`config.mk`:
```
export PLATFORM = sky130hd
export DESIGN_NAME = pi_permute_stream
export DESIGN_NICKNAME = d
export VERILOG_FILES = /design/src/rtl/pi_permute_stream.sv
export SDC_FILE = /design/constraint.sdc
export NUM_CORES = 1
export LEC_CHECK = 0
export BUFFER_PORTS_ARGS = -buffer_cell sky130_fd_sc_hd__buf_2
export CORE_MARGIN = 2
export CORE_UTILIZATION = 51
export DETAILED_ROUTE_END_ITERATION = 10
export PLACE_DENSITY = 0.77
export SKIP_LAST_GASP = 1
export SLEW_MARGIN = 0
export SYNTH_ARGS = -nofsm -noshare
export SYNTH_HDL_FRONTEND = slang
export SYNTH_SLANG_ARGS = --single-unit
```
`constraint.sdc`:
```
create_clock -name i_clk -period 2 [get_ports i_clk]
set_input_delay 0.2 -clock i_clk [delete_from_list [all_inputs] [get_ports i_clk]]
set_output_delay 0.2 -clock i_clk [all_outputs]
set_load 0.03 [all_outputs]
```
`src/rtl/pi_permute_stream.sv`:
```
// Streaming Keccak-style pi lane permutation over a state of SLICES 25-bit slices.
// Each slice is loaded, permuted a latched number of times (one pi per cycle), then emitted.
module pi_permute_stream #(
  parameter int SLICES = 64,
  parameter int RND_W  = 4
) (
  input  logic                                             i_clk,
  input  logic                                             i_rst,
  input  logic                                             i_start,
  input  logic [RND_W-1:0]                                 i_rounds,
  input  logic                                             i_inverse,
  input  logic                                             i_inValid,
  input  logic [24:0]                                      i_inData,
  output logic                                             o_inReady,
  output logic                                             o_outValid,
  output logic [24:0]                                      o_outData,
  input  logic                                             i_outReady,
  output logic                                             o_busy,
  output logic                                             o_done,
  output logic [((SLICES > 1) ? $clog2(SLICES) : 1)-1:0]   o_sliceIdx
);

  localparam int IDX_W = (SLICES > 1) ? $clog2(SLICES) : 1;
  localparam logic [IDX_W-1:0] LAST_IDX = IDX_W'(SLICES - 1);

  typedef enum logic [2:0] {IDLE, LOAD, PERM, OUT, DONE} state_t;

  state_t            r_state;
  state_t            w_nextState;
  logic [24:0]       r_slice;
  logic [RND_W-1:0]  r_rounds;
  logic [RND_W-1:0]  r_roundCnt;
  logic              r_inverse;
  logic [IDX_W-1:0]  r_sliceIdx;
  logic [RND_W-1:0]  w_roundNext;
  logic              w_lastSlice;

  // Bit i = x + 5*y; each output lane gathers from its pi source lane.
  function automatic logic [24:0] piStep(input logic [24:0] s, input logic inv);
    logic [24:0] o;
    o = '0;
    for (int y = 0; y < 5; y++) begin
      for (int x = 0; x < 5; x++) begin
        if (inv) o[x + 5*y] = s[y + 5*((2*x + 3*y) % 5)];
        else     o[x + 5*y] = s[((x + 3*y) % 5) + 5*x];
      end
    end
    return o;
  endfunction

  assign w_roundNext = r_roundCnt + RND_W'(1);
  assign w_lastSlice = (r_sliceIdx == LAST_IDX);

  always_comb begin
    w_nextState = r_state;
    case (r_state)
      IDLE: if (i_start) w_nextState = LOAD;
      LOAD: if (i_inValid) w_nextState = (r_rounds == '0) ? OUT : PERM;
      PERM: if (w_roundNext == r_rounds) w_nextState = OUT;
      OUT:  if (i_outReady) w_nextState = w_lastSlice ? DONE : LOAD;
      DONE: w_nextState = IDLE;
      default: w_nextState = IDLE;
    endcase
  end

  always_ff @(posedge i_clk) begin
    if (i_rst) begin
      r_state    <= IDLE;
      r_slice    <= '0;
      r_rounds   <= '0;
      r_roundCnt <= '0;
      r_inverse  <= 1'b0;
      r_sliceIdx <= '0;
    end else begin
      r_state <= w_nextState;
      case (r_state)
        IDLE: begin
          if (i_start) begin
            r_rounds   <= i_rounds;
            r_inverse  <= i_inverse;
            r_roundCnt <= '0;
            r_sliceIdx <= '0;
          end
        end
        LOAD: if (i_inValid) r_slice <= i_inData;
        PERM: begin
          r_slice    <= piStep(r_slice, r_inverse);
          r_roundCnt <= w_roundNext;
        end
        OUT: begin
          if (i_outReady && !w_lastSlice) begin
            r_sliceIdx <= r_sliceIdx + IDX_W'(1);
            r_roundCnt <= '0;
          end
        end
        default: ;
      endcase
    end
  end

  assign o_inReady  = (r_state == LOAD);
  assign o_outValid = (r_state == OUT);
  assign o_outData  = r_slice;
  assign o_busy     = (r_state != IDLE);
  assign o_done     = (r_state == DONE);
  assign o_sliceIdx = r_sliceIdx;

endmodule
```
==> flow_summary.rst <==
.. list-table::
   :header-rows: 1

   * - Metric
     - Value
   * - Standard cell with the maximum stage delay on the critical path
     - dfxtp_1
   * - Worst path cell trace
     - nor3b_1 > buf_2
   * - End of the worst register-to-register path
     - o_sliceIdx[3]
   * - Distinct cell type count after synthesis
     - 40
   * - Hold_ws
     - about 0.14 ns
   * - Synth Net Count
     - 323
   * - Fin crit period
     - approximately 1.7 ns
   * - RSZ-0062 raised after global routing
     - false
   * - Number of synthesized flops with an enable pin
     - 0
   * - Longest individual stage delay on the worst path
     - 0.63 ns
   * - Achievable frequency
     - ~570 MHz
   * - Buffer levels on the longest clock path
     - 2
   * - Number of warnings reported in the yosys synthesis log
     - 0
   * - CTS sink count
     - 43
   * - Share of the synthesized area in the top cell type
     - between 30% and 40%
   * - GR Util All Layers
     - roughly 22%
   * - Worst setup skew after layout
     - 0.01170 ns
   * - Effective utilization at floorplan
     - 53.37%
   * - Share of cells above drive strength 1
     - between 20% and 30%
   * - Ports placed on the boundary
     - 70
   * - Start point of the worst hold path
     - i_inData[0]
   * - Mapped Avg Cell Area
     - 8.181 µm²
   * - Prevailing post-synth register cell
     - dfxtp_1
   * - Gate count of the mapped netlist
     - 286
   * - Total Nets Final
     - about 390
   * - Synthesized cell area
     - 2340 µm²
   * - Number of gates given a new drive strength after cts
     - 0
   * - Final-report max-slew violation count
     - 0
   * - Post-detailed-route wirelength per cell
     - around 14 µm
   * - Async S/R FF share, synth
     - 0%
   * - Ant diodes
     - 0
   * - Length in cells of the worst reg-to-reg path
     - 4
   * - Y dimension of the die
     - 71.73 µm
   * - Post-route core utilization
     - 64.55%
   * - Number of optimization iterations in the first detailed-route pass
     - 7
   * - Number of global-route vias before repair
     - 1994
   * - Data arrival time of the critical path
     - 1.54 ns
   * - Share of the yosys chip area belonging to registers
     - 36.79%
   * - Kind of critical path
     - reg2out
   * - Status
     - completed
   * - Reg2reg start
     - r_state[0]
   * - Finish-stage setup viols
     - 0
   * - Width of the chip
     - 71.73 µm
   * - Via total after detailed routing
     - 2249
   * - Worst reg2reg setup slack
     - roughly 0.33 ns
   * - Number of placed instances with taps included
     - 393
   * - Final WL
     - approximately 5.7 mm
   * - Clock Pin Slew Worst Setup and Hold Paths
     - 0.09 ns
   * - Worst hold path stage count
     - 3
   * - Detailed-route DRC error count
     - 0
   * - Clock tree from TritonCTS
     - built
   * - First-pass GRT wire length
     - 9.197 mm
   * - Worst supply voltage drop on vdd
     - 0.4859 mV
   * - Pin count of the biggest net entering global routing
     - 52
   * - Maximum fanout along the worst path
     - 13
   * - Number of buffer and inverter instances along the worst setup path
     - 1
   * - Hold Crit Endpoint
     - o_outData[0]
   * - Aggregate negative setup slack
     - 0 ns
   * - Port bufs
     - 69
   * - Worst slew margin
     - 66.67%
   * - Pwr Density
     - 783.3 nW/µm²
   * - Relative area change from synthesis to final layout
     - 20.96%
   * - Fin cells
     - 401
   * - List of most frequent post-synthesis cells
     - nand2_1, dfxtp_1, a21oi_1
   * - Main area contributors after synthesis
     - dfxtp_1, mux2i_1, nand2_1, a21oi_1, o211ai_1
   * - Cell taking the most area after synthesis
     - dfxtp_1
   * - Max H-tree Level
     - 2
   * - Number of endpoints with negative hold slack in the final report
     - 0
   * - Dominant delay contributor by cell family on the critical path
     - flip-flops
   * - Clk Latency, worst-skew pair
     - 0.30 ns
   * - Required @ worst endpoint
     - 1.80 ns
   * - Final period util
     - 86.98%
   * - Number of buffers inserted for hold repair after clock tree synthesis
     - 0
   * - Detailed-placement wirelength estimate
     - 4.041 mm
   * - Count of routing violations after the opening detailed-route iteration
     - 118
   * - Root buffer cell
     - clkbuf_8
   * - Setup Fix Bufs, Post-CTS
     - 0
   * - Path class of the lowest-slack min-delay path
     - in2reg
   * - Aggregate global routing overflow
     - 0
   * - Most instantiated library cell after synthesis
     - nand2_1
   * - Via-to-Cell Ratio
     - 5.608
   * - Total clock buffers created by CTS
     - 5
   * - Gp weighted congestion
     - 0.7965
   * - Number of standard-cell rows in the floorplan
     - 24
   * - Startpoint types
     - register
   * - Sort of element at the end of the critical path
     - output pin
   * - Total leakage power
     - around 0.0011 µW
   * - Number of antenna violations at the first check in global routing
     - 0
   * - Full die area
     - 5145 µm²
   * - Detail Route Antenna Nets
     - 0
   * - Total of max-cap violations
     - 0
   * - Core ar.
     - 4384 µm²
   * - Slew of the pin with the lowest slew margin
     - 0.4970 ns
   * - Total of flip-flops plus latches after synthesis
     - 43
==> worst min-delay path, stage by stage <==
cell	delay, ns
buf_2	0.10
nand3_1	0.05
a21oi_1	0.05
==> worst max-delay path by stage <==
stage,end,from,slack [ns],cells past startpoint
after detailed placement,o_sliceIdx[3],r_state[0],0.35,4
after floorplan,o_outData[0],r_state[2],0.23,5
final,o_inReady,r_state[0],0.26,2
after global placement,o_sliceIdx[3],r_state[0],0.40,4
after global routing,o_inReady,r_state[0],0.11,2
after CTS,o_inReady,r_state[0],0.25,2
==> where the power goes <==
group / total [µW] / switching, µW / internal [µW] / leakage (µW)
combinational: 529 / 335 / 194 / 0.000695
clock: 697 / 293 / 404 / 0.0000612
sequential: 990 / 74.5 / 916 / 0.000350
total: 2220 / 703 / 1510 / 0.00111
==> metal layers <==
| layer | vias to the layer above | track usage, % | part of all wire (%) |
|---|---|---|---|
| met4 | 0 | 6.918 | 1.1 |
| met2 | 64 | 36.73 | 47 |
| met5 | - | 0 | 0 |
| met3 | 10 | 4.079 | 4.6 |
| met1 | 1027 | 29.44 | 47 |
| li1 | 1148 | - | - |
==> registers in the layout, summed over array words and instances (netlist names) <==
name        cells
o_outData      25
r_rounds        4
r_roundCnt      4
r_state         3
r_inverse       1
o_sliceIdx      6
==> final cells by class <==
cell class | instances | area (µm²)
clock buffers | 6 | 82.58
clock inverters | 2 | 35.03
fillers | 393 | 1554
inverters | 3 | 11.26
multi-input cells | 220 | 1373
flip-flops and latches | 43 | 860.8
well taps | 52 | 65.06
repair buffers | 75 | 402.9
==> cells in the final DEF (no fill, tap or decap), types with 2 or more instances in the layout <==
cell	netlist	routed
nand2b_1	3	3
o2111a_1	2	2
or3_1	3	3
buf_2	12	69
clkbuf_8	0	6
a21oi_1	36	36
buf_4	3	5
nor3_1	5	5
xor2_1	2	2
dfxtp_1	43	43
nand2_1	69	69
o32ai_1	2	2
nor2_1	5	5
inv_1	2	2
nand3_1	9	9
mux2i_1	26	26
nor3b_1	2	2
ha_1	2	2
o211ai_1	24	24
and2_1	2	2
xnor2_1	6	6
a211oi_1	2	2
o21ai_0	4	4
==> cell families (layout without fill, tap and decap cells) <==
| family | count (synthesis) | after routing | share of synthesized area [%] |
|---|---|---|---|
| xor+xnor | 8 | 8 | 2.995 |
| mux | 26 | 26 | 11.12 |
| fa+ha+maj | 2 | 2 | 1.069 |
| flops | 43 | 43 | 36.79 |
| buf+inv | 23 | 86 | 4.813 |
| compound gates | 80 | 80 | 22.89 |
| simple gates | 104 | 104 | 20.32 |
==> stage by stage <==
stage / setup slack, ns / power [µW] / cell area [µm²]
after CTS: 0.2522 / 2235 / 2830
after global placement: 0.4001 / 1530 / 2713
after detailed placement: 0.3484 / 1539 / 2713
after floorplan: 0.2294 / 1384 / 2340
final: 0.2604 / 2217 / 2830
after global routing: 0.1128 / 2320 / 2830
Power figures use the tool's default switching activity.
